**config.mk**
```make
export PLATFORM = sky130hd
export DESIGN_NAME = led_sequencer
export DESIGN_NICKNAME = d
export VERILOG_FILES = /design/src/rtl/led_sequencer.sv
export SDC_FILE = /design/constraint.sdc
export NUM_CORES = 1
export LEC_CHECK = 0
export CAP_MARGIN = 15
export CORE_UTILIZATION = 29
export CTS_CLUSTER_SIZE = 30
export DETAILED_ROUTE_END_ITERATION = 10
export DONT_BUFFER_PORTS = 1
export HOLD_SLACK_MARGIN = 0.03
export PLACE_DENSITY = 0.45
export SLEW_MARGIN = 20
export SYNTH_ARGS = -nofsm -noshare
export SYNTH_HDL_FRONTEND = slang
export SYNTH_SLANG_ARGS = --single-unit
```
**constraint.sdc**
```tcl
create_clock -name clk -period 10.35 [get_ports clk]
set_input_delay 2.5875 -clock clk [delete_from_list [all_inputs] [get_ports clk]]
set_output_delay 2.5875 -clock clk [all_outputs]
set_load 0.02 [all_outputs]
```
**src/rtl/led_sequencer.sv**
```systemverilog
// LED pattern sequencer: programmable step timer driving rotate, ping-pong and blink patterns.
// The step timer counts down to zero; the pattern engine advances on each terminal count.
//
// state   | meaning
// --------+---------------------------------------------------------
// S_BLANK | after reset, all LEDs off until the first step
// S_UP    | rotate-up, one-hot at pos, pos increments
// S_DOWN  | rotate-down, one-hot at pos, pos decrements
// S_PING  | ping-pong, one-hot at pos, pos moves in dir, reverses at ends
// S_BLINK | blink-all, all LEDs follow phase
module led_sequencer #(
  parameter int          N_LED       = 4,
  parameter int          CNT_W       = 32,
  parameter int unsigned STEP_CYCLES = 50_000_000,
  parameter bit          ACTIVE_LOW  = 1'b1
) (
  input  logic             clk,
  input  logic             rst,
  input  logic             en,
  input  logic [1:0]       mode,
  input  logic             period_ld,
  input  logic [CNT_W-1:0] period_in,
  output logic [N_LED-1:0] led,
  output logic             step_pulse,
  output logic             wrap
);

  localparam int               POS_W    = $clog2(N_LED);
  localparam logic [POS_W-1:0] POS_LAST = POS_W'(N_LED - 1);
  localparam logic [POS_W-1:0] POS_ONE  = POS_W'(1);
  localparam logic [N_LED-1:0] LED_OFF  = {N_LED{ACTIVE_LOW}};

  typedef enum logic [2:0] {
    S_BLANK = 3'd0,
    S_UP    = 3'd1,
    S_DOWN  = 3'd2,
    S_PING  = 3'd3,
    S_BLINK = 3'd4
  } state_t;

  state_t             state_q, state_n, mode_state;
  logic [POS_W-1:0]   pos_q, pos_n;
  logic               dir_dn_q, dir_dn_n;
  logic               phase_q, phase_n;
  logic               wrap_n;
  logic [N_LED-1:0]   lit_n, led_n;

  logic [CNT_W-1:0]   period_q, remain_q, period_new;
  logic               step;

  // A load forces the new period to at least one cycle and restarts the count.
  assign period_new = (period_in == '0) ? CNT_W'(1) : period_in;
  assign step       = en && !period_ld && (remain_q == '0);

  always_ff @(posedge clk) begin
    if (rst) begin
      period_q <= CNT_W'(STEP_CYCLES);
      remain_q <= CNT_W'(STEP_CYCLES - 1);
    end else if (period_ld) begin
      period_q <= period_new;
      remain_q <= period_new - CNT_W'(1);
    end else if (en) begin
      if (remain_q == '0) remain_q <= period_q - CNT_W'(1);
      else                remain_q <= remain_q - CNT_W'(1);
    end
  end

  always_ff @(posedge clk) begin
    if (rst) begin
      state_q    <= S_BLANK;
      pos_q      <= '0;
      dir_dn_q   <= 1'b0;
      phase_q    <= 1'b0;
      led        <= LED_OFF;
      step_pulse <= 1'b0;
      wrap       <= 1'b0;
    end else begin
      state_q    <= state_n;
      pos_q      <= pos_n;
      dir_dn_q   <= dir_dn_n;
      phase_q    <= phase_n;
      led        <= led_n;
      step_pulse <= step;
      wrap       <= wrap_n;
    end
  end

  always_comb begin
    mode_state = S_UP;
    case (mode)
      2'd0:    mode_state = S_UP;
      2'd1:    mode_state = S_DOWN;
      2'd2:    mode_state = S_PING;
      default: mode_state = S_BLINK;
    endcase
  end

  // S_BLANK never equals a mode state, so the first step always restarts.
  always_comb begin
    state_n  = state_q;
    pos_n    = pos_q;
    dir_dn_n = dir_dn_q;
    phase_n  = phase_q;
    wrap_n   = 1'b0;
    if (step) begin
      if (state_q != mode_state) begin
        state_n  = mode_state;
        pos_n    = (mode == 2'd1) ? POS_LAST : '0;
        dir_dn_n = 1'b0;
        phase_n  = 1'b1;
      end else begin
        case (state_q)
          S_UP: begin
            if (pos_q == POS_LAST) begin
              pos_n  = '0;
              wrap_n = 1'b1;
            end else begin
              pos_n = pos_q + POS_ONE;
            end
          end
          S_DOWN: begin
            if (pos_q == '0) begin
              pos_n  = POS_LAST;
              wrap_n = 1'b1;
            end else begin
              pos_n = pos_q - POS_ONE;
            end
          end
          S_PING: begin
            if (!dir_dn_q) begin
              pos_n = pos_q + POS_ONE;
              if (pos_q + POS_ONE == POS_LAST) dir_dn_n = 1'b1;
            end else begin
              pos_n = pos_q - POS_ONE;
              if (pos_q == POS_ONE) begin
                dir_dn_n = 1'b0;
                wrap_n   = 1'b1;
              end
            end
          end
          S_BLINK: begin
            phase_n = !phase_q;
            wrap_n  = phase_q;
          end
          default: ;
        endcase
      end
    end
  end

  always_comb begin
    lit_n = '0;
    case (state_n)
      S_BLANK: lit_n = '0;
      S_BLINK: lit_n = {N_LED{phase_n}};
      default: lit_n = N_LED'(1) << pos_n;
    endcase
    led_n = ACTIVE_LOW ? ~lit_n : lit_n;
  end

endmodule

```
==> run metrics, run 1 <==
distinct cell type count of the synthesized netlist=66; startpoint types=input port; min Tclk post-route=5.523 ns; routed vias=4286; fin nets=605; final WL=14710 µm; CTS Buffer Depth=2; Fmax=181.0 MHz; Crit path required time=10.61 ns; dpl hpwl=9914 µm; n_diodes=0; most common cell after layout, fill and taps aside=dfxtp_1; worst r2r src=remain_q[0]; insertion delay to the later sink of the worst-skew pair=0.34 ns; DP Worst Slack=4.579 ns; CTS root buf=clkbuf_16; drt first pass iters=5; Post-CTS Setup Bufs=0; syn nets=626; I/O pins=44; HP Start=period_q[16]; Final Skew=0.009556 ns; Ys Warns=0; commonest cells after routing, fill and taps aside=77 x dfxtp_1, 69 x nand2_1, 60 x a21oi_1; all-layer global routing usage=0.1908; CTS tree=built; GR Overflow Total=0; FF+latch area=0.001541 mm²; post-route ant nets=0; H-tree Lvls=3; 1st-iter DRT viols=449; vias per cell=5.722; Final TNS setup=0 ns; initial antenna violation count=0; Critical Path Start=period_in[0]; first-pass GRT wire length=23400 µm; CTS buffer count=9; fin crit share=0.5337; multi-input combinational cell area=0.002715 mm²; Leakage=1.746 nW; number of fill cells=1594; largest net degree at the start of global routing=73; chip width=126.2 µm; PwrDens=159.5 mW/mm²; Core ar.=0.01515 mm²; worst setup margin=4.827 ns; relative slew slack=0.4304; actual slew at the worst max-slew pin=0.8433 ns; max-cap violation count=0; Mapped Cells=578; drc violations=0; RSZ-0062 raised after global routing=false; Max IR drop VDD=0.00006989 V; Final Wtd Congestion=0.8650; Worst Path Arrival=5.78 ns; Die Footprint=0.01593 mm²; Die Y=126.2 µm; Fin. Hold Viols=0; Seq cells post-synth=77; fraction of registers with async set/reset=0; Setup CP Type=input port to register; clock-pin slew on the worst setup and hold paths=0.06 ns; ratio of cells with drive above 1 in the final layout=0.07130; crit-path max cell delay=0.67 ns; sequential area share after synthesis=0.3446; Max Fanout on Critical Path=30; final setup violating endpoints=0; FP Rows=45; cts hold-fix bufs=0; routed length per instance=19.64 µm; CTS Sinks=77; Main synth FF type=dfxtp_1; worst-path cell chain=nor4_1 > nand4_1 > o21a_1 > buf_4 > o2bb2ai_1 > nor3b_2 > nor3b_2 > nand4_1 > a311oi_1; vias in the first global route=4130; Buf/Inv on CP=1; CP endpoint kind=register; max-slew violation count=0; cts repair resizes=0; run status=complete, no violations; Post-Syn Area=0.004473 mm²; type of the most critical hold path=register to register; Area growth, synth to finish=10.46%; critical path's top delay family=simple AND/OR/NAND/NOR gates; Post-synth EDFFs=0; Crit-path slowest cell=nor3b_2; Syn Area/Cell=7.739 µm²; Port Buf Inserts=0; Initial Util=0.2953
-- per-layer routing --
layer | vias to the layer above | track usage | routed length, µm
met5 | - | 0 | 0
met4 | 0 | 0.06308 | 248
met3 | 21 | 0.05225 | 941
met2 | 128 | 0.3000 | 6715
met1 | 2066 | 0.2513 | 6804
li1 | 2071 | - | -
-- worst register-to-register path, delay by kind of cell (launching register included) --
family | cells | cell delay, ns
simple gates | 5 | 2.50
flops | 1 | 0.33
compound gates | 3 | 0.97
-- through the flow --
step / hold slack, ns / std cells / power [mW] / util / cell area [µm²]
2_1_floorplan: 0.4371 / 578 / 0.4009 / - / 4473
3_3_place_gp: 0.4454 / 734 / 0.4178 / 0.3033 / 4593
3_5_place_dp: 0.4551 / 734 / 0.4182 / 0.3033 / 4593
4_1_cts: 0.4648 / 749 / 0.7970 / 0.3262 / 4941
5_1_grt: 0.4875 / 749 / 0.8204 / 0.3262 / 4941
6_report: 0.4650 / 749 / 0.7882 / 0.3262 / 4941
-- cells in the mapped netlist (2+ instances only) --
cell	instances	area [µm²]
o21bai_1	3	22.52
nor4_1	19	118.9
o31ai_1	5	37.54
mux2_2	3	33.78
o41ai_1	3	26.28
nand4_1	10	62.56
a21o_1	2	15.01
nor3b_2	2	25.02
clkbuf_1	26	97.59
and4_1	3	26.28
nand2b_1	3	18.77
nor2b_1	14	87.58
nor3_1	13	65.06
a31o_2	2	17.52
o2bb2ai_1	3	26.28
nand2_1	69	259.0
or2_2	2	12.51
buf_4	4	30.03
a311o_1	4	40.04
dfxtp_1	77	1541
a311oi_1	3	26.28
a222oi_1	3	30.03
a31oi_1	9	56.30
or3_1	3	18.77
a21oi_1	60	300.3
nand3_1	20	100.1
inv_1	15	56.30
a211o_1	3	26.28
nand3b_1	2	15.01
nor2_1	53	198.9
o21ai_0	33	165.2
buf_1	4	15.01
o211ai_1	7	52.55
xnor2_1	12	105.1
a221o_1	2	20.02
mux2i_1	5	50.05
o21a_1	7	52.55
nor4_2	4	50.05
ha_1	10	125.1
xor2_1	7	61.31
and2_1	5	31.28
nor3b_1	3	22.52
buf_2	4	20.02
a211oi_1	11	82.58
and3_1	5	31.28
-- kinds of logic (layout without fill, tap and decap cells) --
family | count (synthesis) | in the layout | synth area share
AOI/OAI and AO/OA | 174 | 174 | 0.2518
DFF | 77 | 77 | 0.3446
muxes | 8 | 8 | 0.01874
adders and majority gates | 10 | 10 | 0.02797
buffers and inverters | 53 | 36 | 0.04895
and+or+nand+nor | 237 | 237 | 0.2708
xor gates and xnor gates | 19 | 19 | 0.03720
-- layout make-up --
class / instances / area share
flip-flops and latches: 77 / 0.3120
multi-input cells: 448 / 0.5495
clock buffers: 11 / 0.05115
repair buffers: 6 / 0.009116
clock inverters: 4 / 0.01925
inverters: 15 / 0.01140
well taps: 188 / 0.04761
-- state kept, by name, summed over array words and instances, names as in the netlist --
| register | flops |
|---|---|
| led | 4 |
| period_q | 32 |
| pos_q | 2 |
| wrap | 1 |
| dir_dn_q | 1 |
| step_pulse | 1 |
| phase_q | 1 |
| state_q | 3 |
| remain_q | 32 |
-- path summary, 6_finish.rpt --
| path | to | slack, ns | cells past startpoint |
|---|---|---|---|
| hold reg to reg | period_q[16] | 0.46 | 2 |
| setup reg to reg | remain_q[24] | 6.47 | 8 |
| hold / removal | period_q[16] | 0.46 | 2 |
| setup / recovery | remain_q[30] | 4.83 | 9 |
-- report_power, final --
group	total (mW)	internal (mW)	switching, mW
logic	0.0855	0.0342	0.0513
registers	0.328	0.314	0.0144
clock network	0.375	0.247	0.127
Power figures use the tool's default switching activity.
==> run 2, diff against run 1 <==
==> constraint.sdc (replaced) <==
create_clock -name clk -period 5.8 [get_ports clk]
set_input_delay 1.45 -clock clk [delete_from_list [all_inputs] [get_ports clk]]
set_output_delay 1.45 -clock clk [all_outputs]
set_load 0.02 [all_outputs]
==> run 2 against run 1 <==
First-iteration DRC count shrank 49%. Die area is the same. Largest power group is now registers. Clock power increased by 53%. Critical path type unchanged. Routed wire length is 0.80% lower. Sequential share of layout area grew 0.34 points. Sequential cell count did not move. Clock skew decreased by 0.0015 ns.
==> run metrics, run 2 (same netlist as run 1, synthesis figures left out) <==
run status=complete, no violations; CTS tree=built; Worst Path Arrival=4.91 ns; WHS=0.4640 ns; crit-path max cell delay=0.63 ns; Buf/Inv on CP=0; CP endpoint kind=register; cts hold-fix bufs=0; Fmax=214.9 MHz; Area growth, synth to finish=9.259%; CTS root buf=clkbuf_16; clock-pin slew on the worst setup and hold paths=0.06 ns; worst setup margin=1.147 ns; vias per cell=5.725; Hold EP=period_q[6]; Leakage=1.717 nW; drc violations=0; CTS Buffer Depth=2; Fin. Hold Viols=0; final WL=14590 µm; fin nets=605; routed vias=4294; all-layer global routing usage=0.1933; insertion delay to the later sink of the worst-skew pair=0.35 ns; CTS Sinks=77; final core occ=0.3227; CTS buffer count=9; worst-path cell chain=nor4_1 > nand4_1 > o21a_1 > a2111o_1 > or3_1 > or3b_4 > or4_1 > o311ai_1; fin crit share=0.8023; startpoint types=input port; most common cell after layout, fill and taps aside=dfxtp_1; Reg2Reg Capture Point=led[3]; # placed instances=734; Setup CP Type=input port to register; Final Wtd Congestion=0.8856; Die Footprint=0.01593 mm²; initial antenna violation count=0; routed length per instance=19.46 µm; GR Overflow Total=0; Largest regs=period_q: 32 flops, remain_q: 32 flops, led: 4 flops; final setup violating endpoints=0; placed inst area=0.004593 mm²; commonest cells after routing, fill and taps aside=77 x dfxtp_1, 69 x nand2_1, 60 x a21oi_1; RSZ-0062 raised after global routing=false; H-tree Lvls=3; PwrDens=268.1 mW/mm²; vias in the first global route=4164; first-pass GRT wire length=23590 µm; max-cap violation count=0; Post-CTS Setup Bufs=0; Design Area, Final=0.004887 mm²; I/O pins=44; Final Skew=0.008100 ns; DP Worst Slack=0.8838 ns; min Tclk post-route=4.653 ns; type of the most critical hold path=register to register; relative slew slack=0.4294; FP Rows=45; Core ar.=0.01515 mm²; number of cells on the worst hold path=2; Worst Reg-to-Reg Cells=7; Die Y=126.2 µm; Non-Filler Instances=750; actual slew at the worst max-slew pin=0.8528 ns; Worst R2R Setup Slack=2.06 ns; Max IR drop VDD=0.0001324 V; Crit-path slowest cell=nor4_1; Final TNS setup=0 ns; cts repair resizes=0; chip width=126.2 µm; Port Buf Inserts=0; number of fill cells=1603; largest net degree at the start of global routing=73; ratio of cells with drive above 1 in the final layout=0.06940; total design power=1.310 mW; Crit path required time=6.05 ns; Max Fanout on Critical Path=20; worst r2r src=remain_q[18]; 1st-iter DRT viols=228; drt first pass iters=5; Initial Util=0.2953; n_diodes=0; HP Start=period_q[6]; post-route ant nets=0; max-slew violation count=0; critical path's top delay family=simple AND/OR/NAND/NOR gates; dpl hpwl=10240 µm
-- run 2: worst register-to-register path: cells and delay by family, from the launching register on --
family / cells / cell delay [ns]
DFF: 1 / 0.32
AOI/OAI and AO/OA: 3 / 1.25
and+or+nand+nor: 4 / 2.10
-- run 2: layout make-up --
type	instances	area [µm²]	area share
tap	188	235.2	0.04813
timing repair buffer	6	45.04	0.009217
clock inverter	4	47.55	0.009729
clock buffer	12	246.5	0.05044
inverter	15	56.30	0.01152
multi-input combinational	448	2715	0.5556
sequential	77	1541	0.3154
-- run 2: worst max path at each step --
stage / end / cells after the start / start
6_report: remain_q[24] / 8 / period_in[17]
5_1_grt: remain_q[30] / 9 / period_in[17]
4_1_cts: remain_q[24] / 8 / period_in[17]
3_5_place_dp: remain_q[24] / 8 / period_in[17]
3_3_place_gp: remain_q[24] / 8 / period_in[17]
2_1_floorplan: remain_q[24] / 12 / period_ld
-- run 2: power breakdown --
part	internal, mW	switching (mW)
clock	0.344	0.229
sequential	0.560	0.0253
combinational	0.0609	0.0910
total	0.965	0.346
-- run 2: per-layer routing --
layer | wire, µm | up-vias | share of wire | GRT usage
met5 | 0 | - | 0 | 0
met4 | 309 | 0 | 0.021 | 0.06945
met3 | 873 | 21 | 0.060 | 0.05395
met2 | 6674 | 123 | 0.46 | 0.3048
met1 | 6736 | 2071 | 0.46 | 0.2513
li1 | - | 2079 | - | -
